<file path="config.mk">
export PLATFORM = sky130hd
export DESIGN_NAME = mem_write_buffer
export DESIGN_NICKNAME = d
export VERILOG_FILES = /design/src/rtl/mem_write_buffer.sv
export SDC_FILE = /design/constraint.sdc
export NUM_CORES = 1
export LEC_CHECK = 0
export ABC_AREA = 1
export CORE_ASPECT_RATIO = 1.75
export CORE_MARGIN = 1
export CORE_UTILIZATION = 50
export CTS_CLUSTER_SIZE = 24
export DETAILED_ROUTE_END_ITERATION = 10
export PLACE_DENSITY_LB_ADDON = 0.15
export SYNTH_ARGS = -nofsm -noshare
export SYNTH_HDL_FRONTEND = slang
export SYNTH_SLANG_ARGS = --single-unit
</file>
<file path="constraint.sdc">
create_clock -name clk -period 9.8 [get_ports clk]
set_input_delay 2.94 -clock clk [delete_from_list [all_inputs] [get_ports clk]]
set_output_delay 2.94 -clock clk [all_outputs]
set_load 0.1 [all_outputs]
</file>
<file path="src/rtl/mem_write_buffer.sv">
// Posted-write buffer between the core memory port and the controller memory port.
// Latency: write ack 1 cycle after acceptance; read >= 3 cycles (drain + issue + done).
// Backpressure: a full FIFO or a busy read FSM holds the core request with no response.
// Optional store-to-load forwarding enabled by defining MEM_WRITE_BUFFER_FORWARD_EN.
module mem_write_buffer #(
    parameter int ADDR_WIDTH     = 32,
    parameter int DATA_WIDTH     = 32,
    parameter int DEPTH          = 4,
    parameter int TIMEOUT_CYCLES = 1024
) (
    input  logic                    clk,
    input  logic                    reset,
    input  logic                    core_read,
    input  logic                    core_write,
    input  logic [ADDR_WIDTH-1:0]   core_address,
    input  logic [DATA_WIDTH-1:0]   core_write_data,
    output logic [DATA_WIDTH-1:0]   core_read_data,
    output logic                    core_response,
    output logic                    mem_read,
    output logic                    mem_write,
    output logic [ADDR_WIDTH-1:0]   mem_address,
    output logic [DATA_WIDTH-1:0]   mem_write_data,
    input  logic [DATA_WIDTH-1:0]   mem_read_data,
    input  logic                    mem_response,
    output logic [$clog2(DEPTH):0]  fifo_count,
    output logic                    bus_error
);

    localparam int PW = $clog2(DEPTH);
    localparam int CW = PW + 1;
    localparam int TW = $clog2(TIMEOUT_CYCLES) + 1;
    localparam logic [TW-1:0]         TMO_LAST = TW'(TIMEOUT_CYCLES - 1);
    localparam logic [DATA_WIDTH-1:0] BAD_DATA = DATA_WIDTH'(32'hDEADBEEF);

    typedef enum logic [1:0] {S_IDLE, S_DRAIN, S_RD_ISSUE, S_RD_DONE} rd_state_t;

    rd_state_t               state_q;
    logic [ADDR_WIDTH-1:0]   fifo_addr_q [DEPTH];
    logic [DATA_WIDTH-1:0]   fifo_data_q [DEPTH];
    logic [PW-1:0]           wr_ptr_q;
    logic [PW-1:0]           rd_ptr_q;
    logic [CW-1:0]           count_q;
    logic [CW-1:0]           count_d;
    logic                    mem_read_q;
    logic                    mem_write_q;
    logic [ADDR_WIDTH-1:0]   mem_address_q;
    logic [DATA_WIDTH-1:0]   mem_write_data_q;
    logic                    core_response_q;
    logic [DATA_WIDTH-1:0]   core_read_data_q;
    logic [ADDR_WIDTH-1:0]   rd_addr_q;
    logic [TW-1:0]           tmo_q;
    logic [TW-1:0]           tmo_d;
    logic                    bus_error_q;

    logic                    mem_busy;
    logic                    tmo_hit;
    logic                    pop;
    logic                    rd_done;
    logic                    push;
    logic                    new_read;
    logic                    issue_wr;
    logic                    fwd_hit;
    logic [DATA_WIDTH-1:0]   fwd_data;

    // Handshake decode: a request is only new once the previous response has gone away,
    // so a core still holding its request after the ack is not accepted twice.
    always_comb begin
        mem_busy = mem_read_q | mem_write_q;
        tmo_hit  = mem_busy & ~mem_response & (tmo_q == TMO_LAST);
        pop      = mem_write_q & (mem_response | tmo_hit);
        rd_done  = mem_read_q & (mem_response | tmo_hit);
        // Writes win over reads; a full FIFO may still take a push in the cycle it pops.
        push     = core_write & ~core_response_q & (state_q == S_IDLE)
                 & ((count_q != CW'(DEPTH)) | pop);
        new_read = core_read & ~core_write & ~core_response_q & (state_q == S_IDLE);
        issue_wr = ~mem_busy & (count_q != '0);
        count_d  = count_q + CW'(push) - CW'(pop);
        // The timeout counter runs only while a memory request is waiting.
        tmo_d    = (mem_busy & ~mem_response & ~tmo_hit) ? tmo_q + TW'(1) : '0;
    end

`ifdef MEM_WRITE_BUFFER_FORWARD_EN
    logic [PW-1:0] fwd_idx;

    // Search valid entries oldest to youngest so the youngest match wins.
    always_comb begin
        fwd_hit  = 1'b0;
        fwd_data = '0;
        fwd_idx  = '0;
        for (int i = 0; i < DEPTH; i++) begin
            fwd_idx = rd_ptr_q + PW'(i);
            if ((CW'(i) < count_q) && (fifo_addr_q[fwd_idx] == core_address)) begin
                fwd_hit  = 1'b1;
                fwd_data = fifo_data_q[fwd_idx];
            end
        end
    end
`else
    assign fwd_hit  = 1'b0;
    assign fwd_data = '0;
`endif

    // FIFO storage needs no reset: entries are only read while the pointers mark them valid.
    always_ff @(posedge clk) begin
        if (push) begin
            fifo_addr_q[wr_ptr_q] <= core_address;
            fifo_data_q[wr_ptr_q] <= core_write_data;
        end
    end

    // Control: FIFO pointers, drain engine, read FSM and timeout, all with registered outputs.
    always_ff @(posedge clk or posedge reset) begin
        if (reset) begin
            state_q          <= S_IDLE;
            wr_ptr_q         <= '0;
            rd_ptr_q         <= '0;
            count_q          <= '0;
            mem_read_q       <= 1'b0;
            mem_write_q      <= 1'b0;
            mem_address_q    <= '0;
            mem_write_data_q <= '0;
            core_response_q  <= 1'b0;
            core_read_data_q <= '0;
            rd_addr_q        <= '0;
            tmo_q            <= '0;
            bus_error_q      <= 1'b0;
        end else begin
            core_response_q <= push;
            count_q         <= count_d;
            tmo_q           <= tmo_d;
            if (push) wr_ptr_q <= wr_ptr_q + PW'(1);
            if (pop)  rd_ptr_q <= rd_ptr_q + PW'(1);
            if (tmo_hit) bus_error_q <= 1'b1;

            // Drain: one write in flight; dropping mem_write after a completion
            // guarantees a one-cycle gap before the next entry goes out.
            if (pop) begin
                mem_write_q <= 1'b0;
            end else if (issue_wr) begin
                mem_write_q      <= 1'b1;
                mem_address_q    <= fifo_addr_q[rd_ptr_q];
                mem_write_data_q <= fifo_data_q[rd_ptr_q];
            end

            case (state_q)
                S_IDLE: begin
                    if (new_read) begin
                        if (fwd_hit) begin
                            core_response_q  <= 1'b1;
                            core_read_data_q <= fwd_data;
                        end else begin
                            rd_addr_q <= core_address;
                            state_q   <= S_DRAIN;
                        end
                    end
                end
                S_DRAIN: begin
                    // Older posted writes must reach memory before the read.
                    if ((count_q == '0) && !mem_write_q) begin
                        mem_read_q    <= 1'b1;
                        mem_address_q <= rd_addr_q;
                        state_q       <= S_RD_ISSUE;
                    end
                end
                S_RD_ISSUE: begin
                    if (rd_done) begin
                        mem_read_q       <= 1'b0;
                        core_response_q  <= 1'b1;
                        core_read_data_q <= mem_response ? mem_read_data : BAD_DATA;
                        state_q          <= S_RD_DONE;
                    end
                end
                default: begin
                    state_q <= S_IDLE;
                end
            endcase
        end
    end

    assign core_read_data = core_read_data_q;
    assign core_response  = core_response_q;
    assign mem_read       = mem_read_q;
    assign mem_write      = mem_write_q;
    assign mem_address    = mem_address_q;
    assign mem_write_data = mem_write_data_q;
    assign fifo_count     = count_q;
    assign bus_error      = bus_error_q;

endmodule
</file>
# --- Word level (Yosys, flattened, before mapping) ---
# Memory sizes are Yosys's and may differ from the RTL's. A register that Yosys moved wholly into a read port is not among the register bits.
# Index checks and enable logic that the tools add are counted.
totals:
  mem_bits_rw: 256
  word_cells: 78
  register_bits: 120
  memories: 2
  output_inout_bits: 103
  inputBits: 101
classes:
  n_mux: 19
  bitwise: 21
  reduce_logical: 12
  add_sub_neg: 5
  eq_ne: 7
memory_table:
  columns: ["memory", "depth", "word_bits", "read_ports", "rd_ports_with_merged_regs", "wr", "line_no", "rtl"]
  rows:
  - ["fifo_addr_q", 4, 32, 1, 0, 1, "38", "logic [ADDR_WIDTH-1:0] fifo_addr_q [DEPTH];"]
  - ["fifo_data_q", 4, 32, 1, 1, 1, "39", "logic [DATA_WIDTH-1:0] fifo_data_q [DEPTH];"]
ops:
  columns: ["op", "n"]
  rows:
  - ["$mux 32", 5]
  - ["$and 1x1->1", 12]
  - ["$add 11x1->11 const B", 1]
  - ["$eq 11x10->1 const B", 1]
  - ["$mux 11", 1]
  - ["$mux 1", 8]
  - ["$mux 2", 3]
  - ["$ne 2x2->1 const B", 3]
  - ["$not 1->1", 6]
  - ["$pmux 2 s3", 1]
  - ["$reduce_and 2->1", 3]
  - ["$reduce_and 3->1", 2]
  - ["$add 2x1->2 const B", 2]
  - ["$reduce_bool 2->1", 2]
  - ["$add 3x1->3", 1]
  - ["$logic_not 3->1", 1]
  - ["$ne 3x3->1 const B", 1]
  - ["$or 1x1->1", 3]
  - ["$reduce_bool 3->1", 1]
  - ["$sub 3x1->3", 1]
  - ["$eq 2x1->1 const B", 1]
  - ["$eq 2x2->1 const B", 1]
  - ["$logic_not 2->1", 1]
  - ["$pmux 1 s2", 1]
  - ["other kinds (2)", 2]

# --- Depth between registers and ports, before layout ---
logic_depth:
  depth_word: 9
  mapped_depth: 14
  ltp_nobuf: 14

# --- Worst setup path after synthesis ---
# No wires, ideal clock.
synth_timing:
  kind: "input port to flip-flop"
  start: "input mem_response"
  end: "memory fifo_addr_q[0][0] (enable)"
  arrival_time_ps: 6529
  setup_slack_ps: 2785
  cell_stages: 8
  cell_sequence: "buf_2 -> nor2_2 -> nand4_2 -> nand2_2 -> nand2_1 -> nand2_1 -> nand2_2 -> nor2_1"
synth_via:
  elab_chain_cells: 9
synth_rtl:
  columns: ["element", "line_no", "rtl"]
  rows:
  - ["start: declaration", "24", "input logic mem_response,"]
  - ["$not 1->1", "69", "tmo_hit = mem_busy & ~mem_response & (tmo_q == TMO_LAST);"]
  - ["$and 1x1->1 (2 in a row)", "69", null]
  - ["$or 1x1->1 *", "70", "pop = mem_write_q & (mem_response | tmo_hit);"]
  - ["$and 1x1->1 *", "70", null]
  - ["$or 1x1->1 *", "74", "& ((count_q != CW'(DEPTH)) | pop);"]
  - ["$and 1x1->1 *", "74", null]
  - ["$mux 1 *", "105", "if (push) begin"]
  - ["$mux 1 (implied by the code) *", "106", "fifo_addr_q[wr_ptr_q] <= core_address;"]
  - ["end: declaration", "38", null]
# Every way passes the cells marked *; elsewhere a longest branch is shown, timed or not.

# --- Final worst setup path ---
layout_timing:
  start: "input mem_response"
  end: "memory fifo_addr_q[2][25] (enable)"
# The elaborated chain is that of the path after synthesis.

==> impl_results.md <==
- Post-CTS Setup Repair Bufs: 0
- Synthesized area: 15980 um2
- WHS Path Cells: 2
- Largest net degree at the start of global routing: 104
- Worst setup SP type: input pin
- Worst skew pair latency: 0.53 ns
- Relative slew margins: 23.53%
- FFs w/ async S/R, synth: 37.25%
- P&R area growth vs syn: 22.00%
- Io pins: 204
- Worst EP required: 9.95 ns
- Final worst-path cycle share: 56.11%
- Fin crit period: 5.499 ns
- Final setup fails: 0
- Die ar.: 32710 um2
- Cell taking the most area after synthesis: edfxtp_1
- Maximum fanout along the worst path: 64
- Drt wl/cell: 17.96 um
- Gr usage total: 22.06%
- Die W: 137.1 um
- Via count: 10330
- FMAX: 0.1819 GHz
- Fin. Hold Viols: 0
- Initial antenna violation count: 1
- Post-synthesis register bit count: 408
- Clock tree buffer depth: 3
- Yosys cell types: 34
- Max-Cap Viols: 0
- Starting DRT DRC Count: 601
- Worst setup EP type: flop
- Routed wire length: 34670 um
- Post-DP HPWL: 19990 um
- Syn. warnings: 0
- Post-synth EDFFs: 256
- Detailed Routing Iterations Pass 1: 5
- First-pass GRT wire length: 54650 um
- CTS Sinks: 408
- Setup CP Type: in -> reg
- Clk root buf: clkbuf_16
- Gpl congestion: 0.7743
- Post-cts sizing count: 0
- Nets: 1617
- Vias in the first global route: 10710
- RSZ-0062 raised after global routing: false
- Worst slew pin tran: 1.147 ns
- Core area: 31420 um2
- Die height: 238.5 um
- Top FF cell, synth: edfxtp_1
- Initial Util: 50.86%
- Setup TNS: 0 ns
- # hold bufs at CTS: 0
- CTS tree: done
- Min-delay worst type: reg -> reg
- Worst R2R Path Depth: 10
- Register area share after synthesis: 71.91%
- DRC: 0
- PortBufs: 203
- Grt total ovfl: 0
- Inserted Clock Buffers: 36
- Slew Viols, Final: 0
- Most area-consuming cells after synthesis: edfxtp_1, dfrtp_1, nor2_1, o21ai_0, nand2_1
- Routed vias/inst: 5.353
- Total nets after synthesis: 1440
- Share of the synthesized area in the top cell type: 48.11%
- Row cnt: 86
- Antenna-violating nets left: 0
- Layout cells sized above 1: 8.676%
- Htree depth: 2
- Setup Skew: 0.005805 ns
- Outcome: completed
- Worst-path clk slew: 0.06 ns
- Synthesized area per cell: 12.03 um2
- Arr. time, crit path: 5.64 ns
- Cells after Synth: 1328
per-layer routing:
layer,part of all wire [%],vias to the layer above,wire [um],GRT usage (%)
li1,-,4935,-,-
met1,39,5047,13510,24.91
met2,53,282,18390,40.82
met3,4.9,65,1715,3.838
met4,3.0,2,1053,8.059
met5,0.032,-,11,0
state kept, by name, indices dropped and copies added (netlist names), 3 cells and up:
signal          cells
core_read_data     32
fifo_addr_q       128
fifo_count          3
fifo_data_q       128
mem_address        32
mem_write_data     32
rd_addr_q          32
tmo_q              11
area by class of cell:
| class | instances | area, um2 |
|---|---|---|
| antenna | 1 | 2.502 |
| clock buffer | 49 | 1012 |
| timing repair buffer | 213 | 2107 |
| multi-input combinational | 783 | 3943 |
| clock inverter | 17 | 188.9 |
| fill | 2489 | 11930 |
| inverter | 63 | 247.7 |
| tap | 396 | 495.5 |
| sequential | 408 | 11500 |
final timing paths:
path / startpoint / to / slack, ns
max in group asynchronous: reset / mem_write_data[24] / 5.57
setup / recovery: mem_response / fifo_addr_q[2][25] / 4.30
hold / removal: bus_error / bus_error / 0.47
min in group asynchronous: reset / core_read_data[19] / 3.02
hold reg to reg: bus_error / bus_error / 0.47
setup reg to reg: tmo_q[0] / fifo_addr_q[2][25] / 6.89
cells by family (layout without fill, tap and decap cells):
kind of cell | count (synthesis) | count (layout) | synth area share, %
XOR/XNOR | 6 | 6 | 0.3289
other | 0 | 1 | 0
flip-flops | 408 | 408 | 71.91
buffers and inverters | 137 | 342 | 3.688
AND/OR/NAND/NOR | 475 | 475 | 11.76
adder cells (fa/ha/maj) | 11 | 11 | 0.9083
multiplexers | 28 | 28 | 1.973
AO/OA/AOI/OAI | 263 | 263 | 9.428
layout by cell type, fill, tap and decap left out, types with 7 or more instances in the layout:
master	count
edfxtp_1	256
inv_1	56
o21ai_1	11
buf_4	10
nor2_1	267
dfrtp_1	150
clkbuf_1	9
nand3_1	42
o21ai_0	145
ha_1	10
clkdlybuf4s50_1	203
o21ai_2	23
o22ai_1	23
a31oi_1	32
nand2_1	148
clkinv_2	7
o211ai_1	8
a21oi_1	14
mux2_2	28
clkbuf_16	38
cells in the mapped netlist (2+ instances only):
cell	n
a21oi_1	14
a31oi_1	32
buf_1	4
buf_2	21
buf_6	6
clkbuf_1	42
dfrtp_1	152
edfxtp_1	256
ha_1	10
inv_1	58
inv_2	5
mux2_2	28
nand2_1	149
nand2_2	2
nand3_1	42
nand4_1	2
nor2_1	271
nor3_1	4
o211ai_1	8
o21ai_0	145
o21ai_1	12
o21ai_2	23
o22ai_1	23
o31ai_1	5
xnor2_1	3
xor2_1	3
metrics by stage:
| stage | cells | hold slack [ns] | util, % | area [um2] | setup WS (ns) |
|---|---|---|---|---|---|
| after floorplan | 1328 | 0.4462 | - | 15980 | 2.767 |
| after global placement | 1863 | 0.4603 | 58.22 | 18290 | 3.789 |
| after detailed placement | 1863 | 0.4675 | 58.22 | 18290 | 3.738 |
| after CTS | 1929 | 0.4829 | 62.04 | 19490 | 4.307 |
| after global routing | 1929 | 0.4935 | 62.04 | 19490 | 4.099 |
| final | 1930 | 0.4743 | 62.05 | 19490 | 4.301 |
worst max-delay path: stages:
cell and delay [ns]:
clkdlybuf4s50_1 0.75, inv_2 0.30, nand2_2 0.23, nand2_1 0.12
nand2_1 0.15, nand2_2 0.19, nor2_4 0.12, buf_4 0.74
Power is left out: the tool's default activity adds up to more than one toggle a clock period on the data nets, which glitch-free logic cannot reach.
==> RTL change 1: new RTL, same flow settings <==
Register the output `mem_address` once more, with the module's reset; this adds one clock of latency there. The other outputs are not delayed to match.
--- a/src/rtl/mem_write_buffer.sv
+++ b/src/rtl/mem_write_buffer.sv
@@ -181,7 +181,13 @@
     assign core_response  = core_response_q;
     assign mem_read       = mem_read_q;
     assign mem_write      = mem_write_q;
-    assign mem_address    = mem_address_q;
+    always_ff @(posedge clk or posedge reset) begin
+        if (reset) begin
+            mem_address <= '0;
+        end else begin
+            mem_address <= mem_address_q;
+        end
+    end
     assign mem_write_data = mem_write_data_q;
     assign fifo_count     = count_q;
     assign bus_error      = bus_error_q;
Behaviour: not the same (Yosys sat finds a counterexample within 4 cycles, from zero or initial values and one cycle with reset high).
==> RTL change 1 against the unedited design <==
  * Sequential cell count increased by 32
  * Setup slack lost 0.34 ns
  * Design area grew 4.7%
  * Hold slack worse by 0.094 ns
  * Area after synthesis is 5.1% higher
  * Routed wire length up 2.9%
  * Via count increased by 1.0%
  * Final cell count up 1.7%
  * Utilization fell by 0.23 points
  * Non-clock buffer count unchanged
  * Critical path type unchanged
  * Highest routed layer unchanged
Power is not shown: default switching activity piles up to over one toggle a cycle in this logic, so the estimate is an artifact.
==> RTL change 1: results (changes against the unedited design) <==
- 10435 — number of vias after detailed routing, +1.0%
- mem_address_q[6]$_DFF_PP0_ — startpoint of the most critical hold path
- tmo_q[0]$_DFF_PP0_ — startpoint of the most critical register-to-register path
- 13700 um — routed metal-1 wire length, +1.4%
- 40.26% — fraction of met2 tracks used by global routing, -0.55 points
- 3.094% — routing usage on met3, -0.74 points
- 21.43% — total track usage, -0.63 points
- 40 — highest fanout seen on the critical path, -38%
- 24.79% — met1 demand-to-capacity share in global routing, -0.13 points
- 35660 um — final routed wirelength across all metal layers, +2.9%
- 9.564% — fraction of final layout cells with drive strength greater than 1, +0.89 points
- 18.40% — Worst slew margin, -5.1 points
- sky130_fd_sc_hd__edfxtp_1, sky130_fd_sc_hd__dfrtp_1, sky130_fd_sc_hd__nor2_1, sky130_fd_sc_hd__o21ai_0, sky130_fd_sc_hd__nand2_1 — leading cell types by total area after synthesis
- 19550 um — met2 WL, +6.3%
- completed — result of the run
- 1640 — # nets final, +1.4%
- 19120 sq um — total placed instance area, +4.5%
- 0 — total inserted antenna cells, -1
- 10631 — via count of the first global-routing pass, -0.75%
- sky130_fd_sc_hd__nor2_1, sky130_fd_sc_hd__edfxtp_1, sky130_fd_sc_hd__dfrtp_1 — ranking of synthesized cells by instance count
- 1892 — instance count after placement with tap cells included, +1.6%
- 20490 um — final HPWL from detailed placement, +2.5%
- fifo_addr_q: 128 flops, fifo_data_q: 128 flops — largest registers
- 125 — largest net degree at the start of global routing, +20%
- 1585 um — met3 wire length, -7.6%
- 0.7781 — weighted congestion at the end of routability-driven global placement, +0.49%
- 12.46 sq um — Syn Area/Cell, +3.6%
- 1459 — synthesized net count, +1.3%
- 41.82% — async set-reset flop share out of synthesis, +4.6 points
- 73.21% — sequential cell area fraction in the yosys report, +1.3 points
- 1963 — post-layout instance count excluding filler cells, +1.7%
- 0.01475 ns — worst-case clock skew, +0.008946 ns
- 606 — DRC violation total after the first TritonRoute iteration, +0.83%
==> RTL change 1: cell type report <==
type                       instances  share of cell area (%)
clock buffer                      54                   5.312
clock inverter                    17                   1.042
inverter                          59                   1.146
multi-input combinational        775                   19.47
sequential                       440                   60.23
tap                              405                   2.482
timing repair buffer             213                   10.32
==> RTL change 1: path summary, 6_finish.rpt <==
kind / slack [ns] / depth (start not counted) / to
setup / recovery: 3.96 / 8 / fifo_data_q[2][31]$_DFFE_PP_
hold / removal: 0.38 / 0 / mem_address[6]$_DFF_PP0_
setup reg to reg: 6.54 / 10 / fifo_data_q[2][31]$_DFFE_PP_
hold reg to reg: 0.38 / 0 / mem_address[6]$_DFF_PP0_
max in group asynchronous: 5.41 / 3 / rd_addr_q[7]$_DFFE_PP0P_
min in group asynchronous: 2.98 / 2 / mem_address[1]$_DFF_PP0_
==> RTL change 1: stage by stage <==
stage          util (%)  setup slack [ns]
2_1_floorplan         -             1.860
3_5_place_dp      57.89             3.321
5_1_grt           61.82             3.712
4_1_cts           61.82             3.880
3_3_place_gp      57.89             3.318
6_report          61.82             3.957
==> RTL change 1: cell families after synthesis <==
family          Yosys count  share of synthesized area [%]
buf+inv                 132                          3.406
flops                   440                          73.21
fa+ha+maj                11                         0.8645
xor+xnor                  7                         0.3652
compound gates          264                          9.069
mux                      31                          2.079
simple gates            462                          11.01
==> RTL change 1: worst max-delay path: stages <==
cell and delay, ns:
sky130_fd_sc_hd__clkdlybuf4s50_1 0.77, sky130_fd_sc_hd__inv_2 0.32, sky130_fd_sc_hd__nand2_2 0.21, sky130_fd_sc_hd__nand2_1 0.11
sky130_fd_sc_hd__nand2_1 0.14, sky130_fd_sc_hd__nand2_2 0.19, sky130_fd_sc_hd__nor2_4 0.65, sky130_fd_sc_hd__buf_4 0.64
==> RTL change 2: new RTL, config.mk and constraints unchanged <==
Without the edit above. The option `MEM_WRITE_BUFFER_FORWARD_EN` is turned on by a define.
--- a/src/rtl/mem_write_buffer.sv
+++ b/src/rtl/mem_write_buffer.sv
@@ -2,6 +2,8 @@
 // Latency: write ack 1 cycle after acceptance; read >= 3 cycles (drain + issue + done).
 // Backpressure: a full FIFO or a busy read FSM holds the core request with no response.
 // Optional store-to-load forwarding enabled by defining MEM_WRITE_BUFFER_FORWARD_EN.
+`define MEM_WRITE_BUFFER_FORWARD_EN
+
 module mem_write_buffer #(
     parameter int ADDR_WIDTH     = 32,
     parameter int DATA_WIDTH     = 32,
Function: changed (Yosys sat finds a counterexample within 4 cycles, from zero or initial values and one cycle with reset high).
==> RTL change 2 against the unedited design <==
  * Routed wire length grew to 2.5 times the old value
  * Area after synthesis is 53% higher
  * Setup slack worse by 0.97 ns
  * Sequential cell count stayed put
  * Utilization fell by 3.4 points
  * Design area up 44%
==> RTL change 2: results (changes against the unedited design) <==
- 3.33 ns — worst setup slack for register-to-register paths, -3.56 ns
- 6 — number of detailed-routing iterations run before antenna repair, +1
- 0.4640 ns — hold slack, -0.01031 ns
- 5.555 — vias per cell, +3.8%
- rd_addr_q[27]$_DFFE_PP0P_ — Worst Setup EP
- 55 — Clock buffer cells, +12%
- 0 — total inserted antenna cells, -1
- 2476 — multi-input combinational gate total, +220%
- rd_ptr_q[0]$_DFFE_PP0P_ — startpoint of the most critical register-to-register path
- 0.57 ns — clock insertion delay at the later pin of the skew report, +0.04 ns
- 22204 — via count of the first global-routing pass, +110%
- flip-flop to flip-flop — critical path class
- completed — result of the run
- 6.94 ns — signal arrival time at the worst endpoint, +1.30 ns
- 0 — antenna violations before repair, -1
- simple AND/OR/NAND/NOR gates — kind of cell with the highest combined delay on the critical path
- 235 — number of non-clock buffers, +10%
- 0.6959% — Post-Synth Adder-Cell Area, -0.21 points
- sky130_fd_sc_hd__nand2_1, sky130_fd_sc_hd__nand3_1, sky130_fd_sc_hd__o21ai_0 — ranking of synthesized cells by instance count
- 3458 — synthesized net count, +140%
- 130100 um — wire length of the first global-routing pass, +140%
- 28160 sq um — post-layout instance area, +44%
- 1.242 ns — pin slew with the least headroom to its limit, +0.09470 ns
- 6.467 ns — time the final worst path needs with I/O delays and setup, +0.9680 ns
- sky130_fd_sc_hd__nand2_1 — cell with the most instances after synthesis
- 3344 — number of instances in the synthesized netlist, +150%
- tmo_q[0]$_DFF_PP0_ — startpoint of the most critical hold path
- 1 — worst hold path stage count, -1
- 1.019 — weighted congestion at the end of routability-driven global placement, +32%
- 3558 — # nets final, +120%
- 3.680% — fraction of final layout cells with drive strength greater than 1, -5.0 points
- 35.28% — met1 demand-to-capacity share in global routing, +10 points
- 26740 sq um — total placed instance area, +46%
- 4419 — final-layout fill cell count, +78%
- sky130_fd_sc_hd__nand2_4 — cell at the slowest stage of the critical path
- 44880 um — met2 WL, +140%
- 96 — highest fanout seen on the critical path, +50%
## RTL change 2: cell count changes after synthesis, moves of 32 or more
cell | unedited run | this run
sky130_fd_sc_hd__nand3_1 | 42 | 307
sky130_fd_sc_hd__inv_1 | 58 | 273
sky130_fd_sc_hd__mux2i_1 | 0 | 54
sky130_fd_sc_hd__nor2_1 | 271 | 190
sky130_fd_sc_hd__a21oi_1 | 14 | 81
sky130_fd_sc_hd__nand2_1 | 149 | 1414
sky130_fd_sc_hd__buf_2 | 21 | 61
sky130_fd_sc_hd__o21ai_0 | 145 | 288
sky130_fd_sc_hd__clkbuf_1 | 42 | 79
sky130_fd_sc_hd__o211ai_1 | 8 | 40
## RTL change 2: worst register-to-register path: stages (launching register included)
cell and delay [ns]:
sky130_fd_sc_hd__dfrtp_4 0.76, sky130_fd_sc_hd__inv_4 0.80, sky130_fd_sc_hd__nand2_1 0.21, sky130_fd_sc_hd__nand2_4 0.88, sky130_fd_sc_hd__buf_4 0.65, sky130_fd_sc_hd__nand2_1 0.21, sky130_fd_sc_hd__nand2_1 0.21, sky130_fd_sc_hd__nand2_1 0.12
sky130_fd_sc_hd__nand2_1 0.08, sky130_fd_sc_hd__nor2_1 0.06, sky130_fd_sc_hd__nand2_1 0.05, sky130_fd_sc_hd__nor2_1 0.04, sky130_fd_sc_hd__nand3_1 0.09, sky130_fd_sc_hd__nor2_2 0.05, sky130_fd_sc_hd__buf_4 0.26, sky130_fd_sc_hd__nor2_2 0.24
sky130_fd_sc_hd__nand3_2 0.11, sky130_fd_sc_hd__nor2_4 0.51, sky130_fd_sc_hd__buf_4 0.58, sky130_fd_sc_hd__nand2_1 0.30, sky130_fd_sc_hd__o21ai_0 0.15
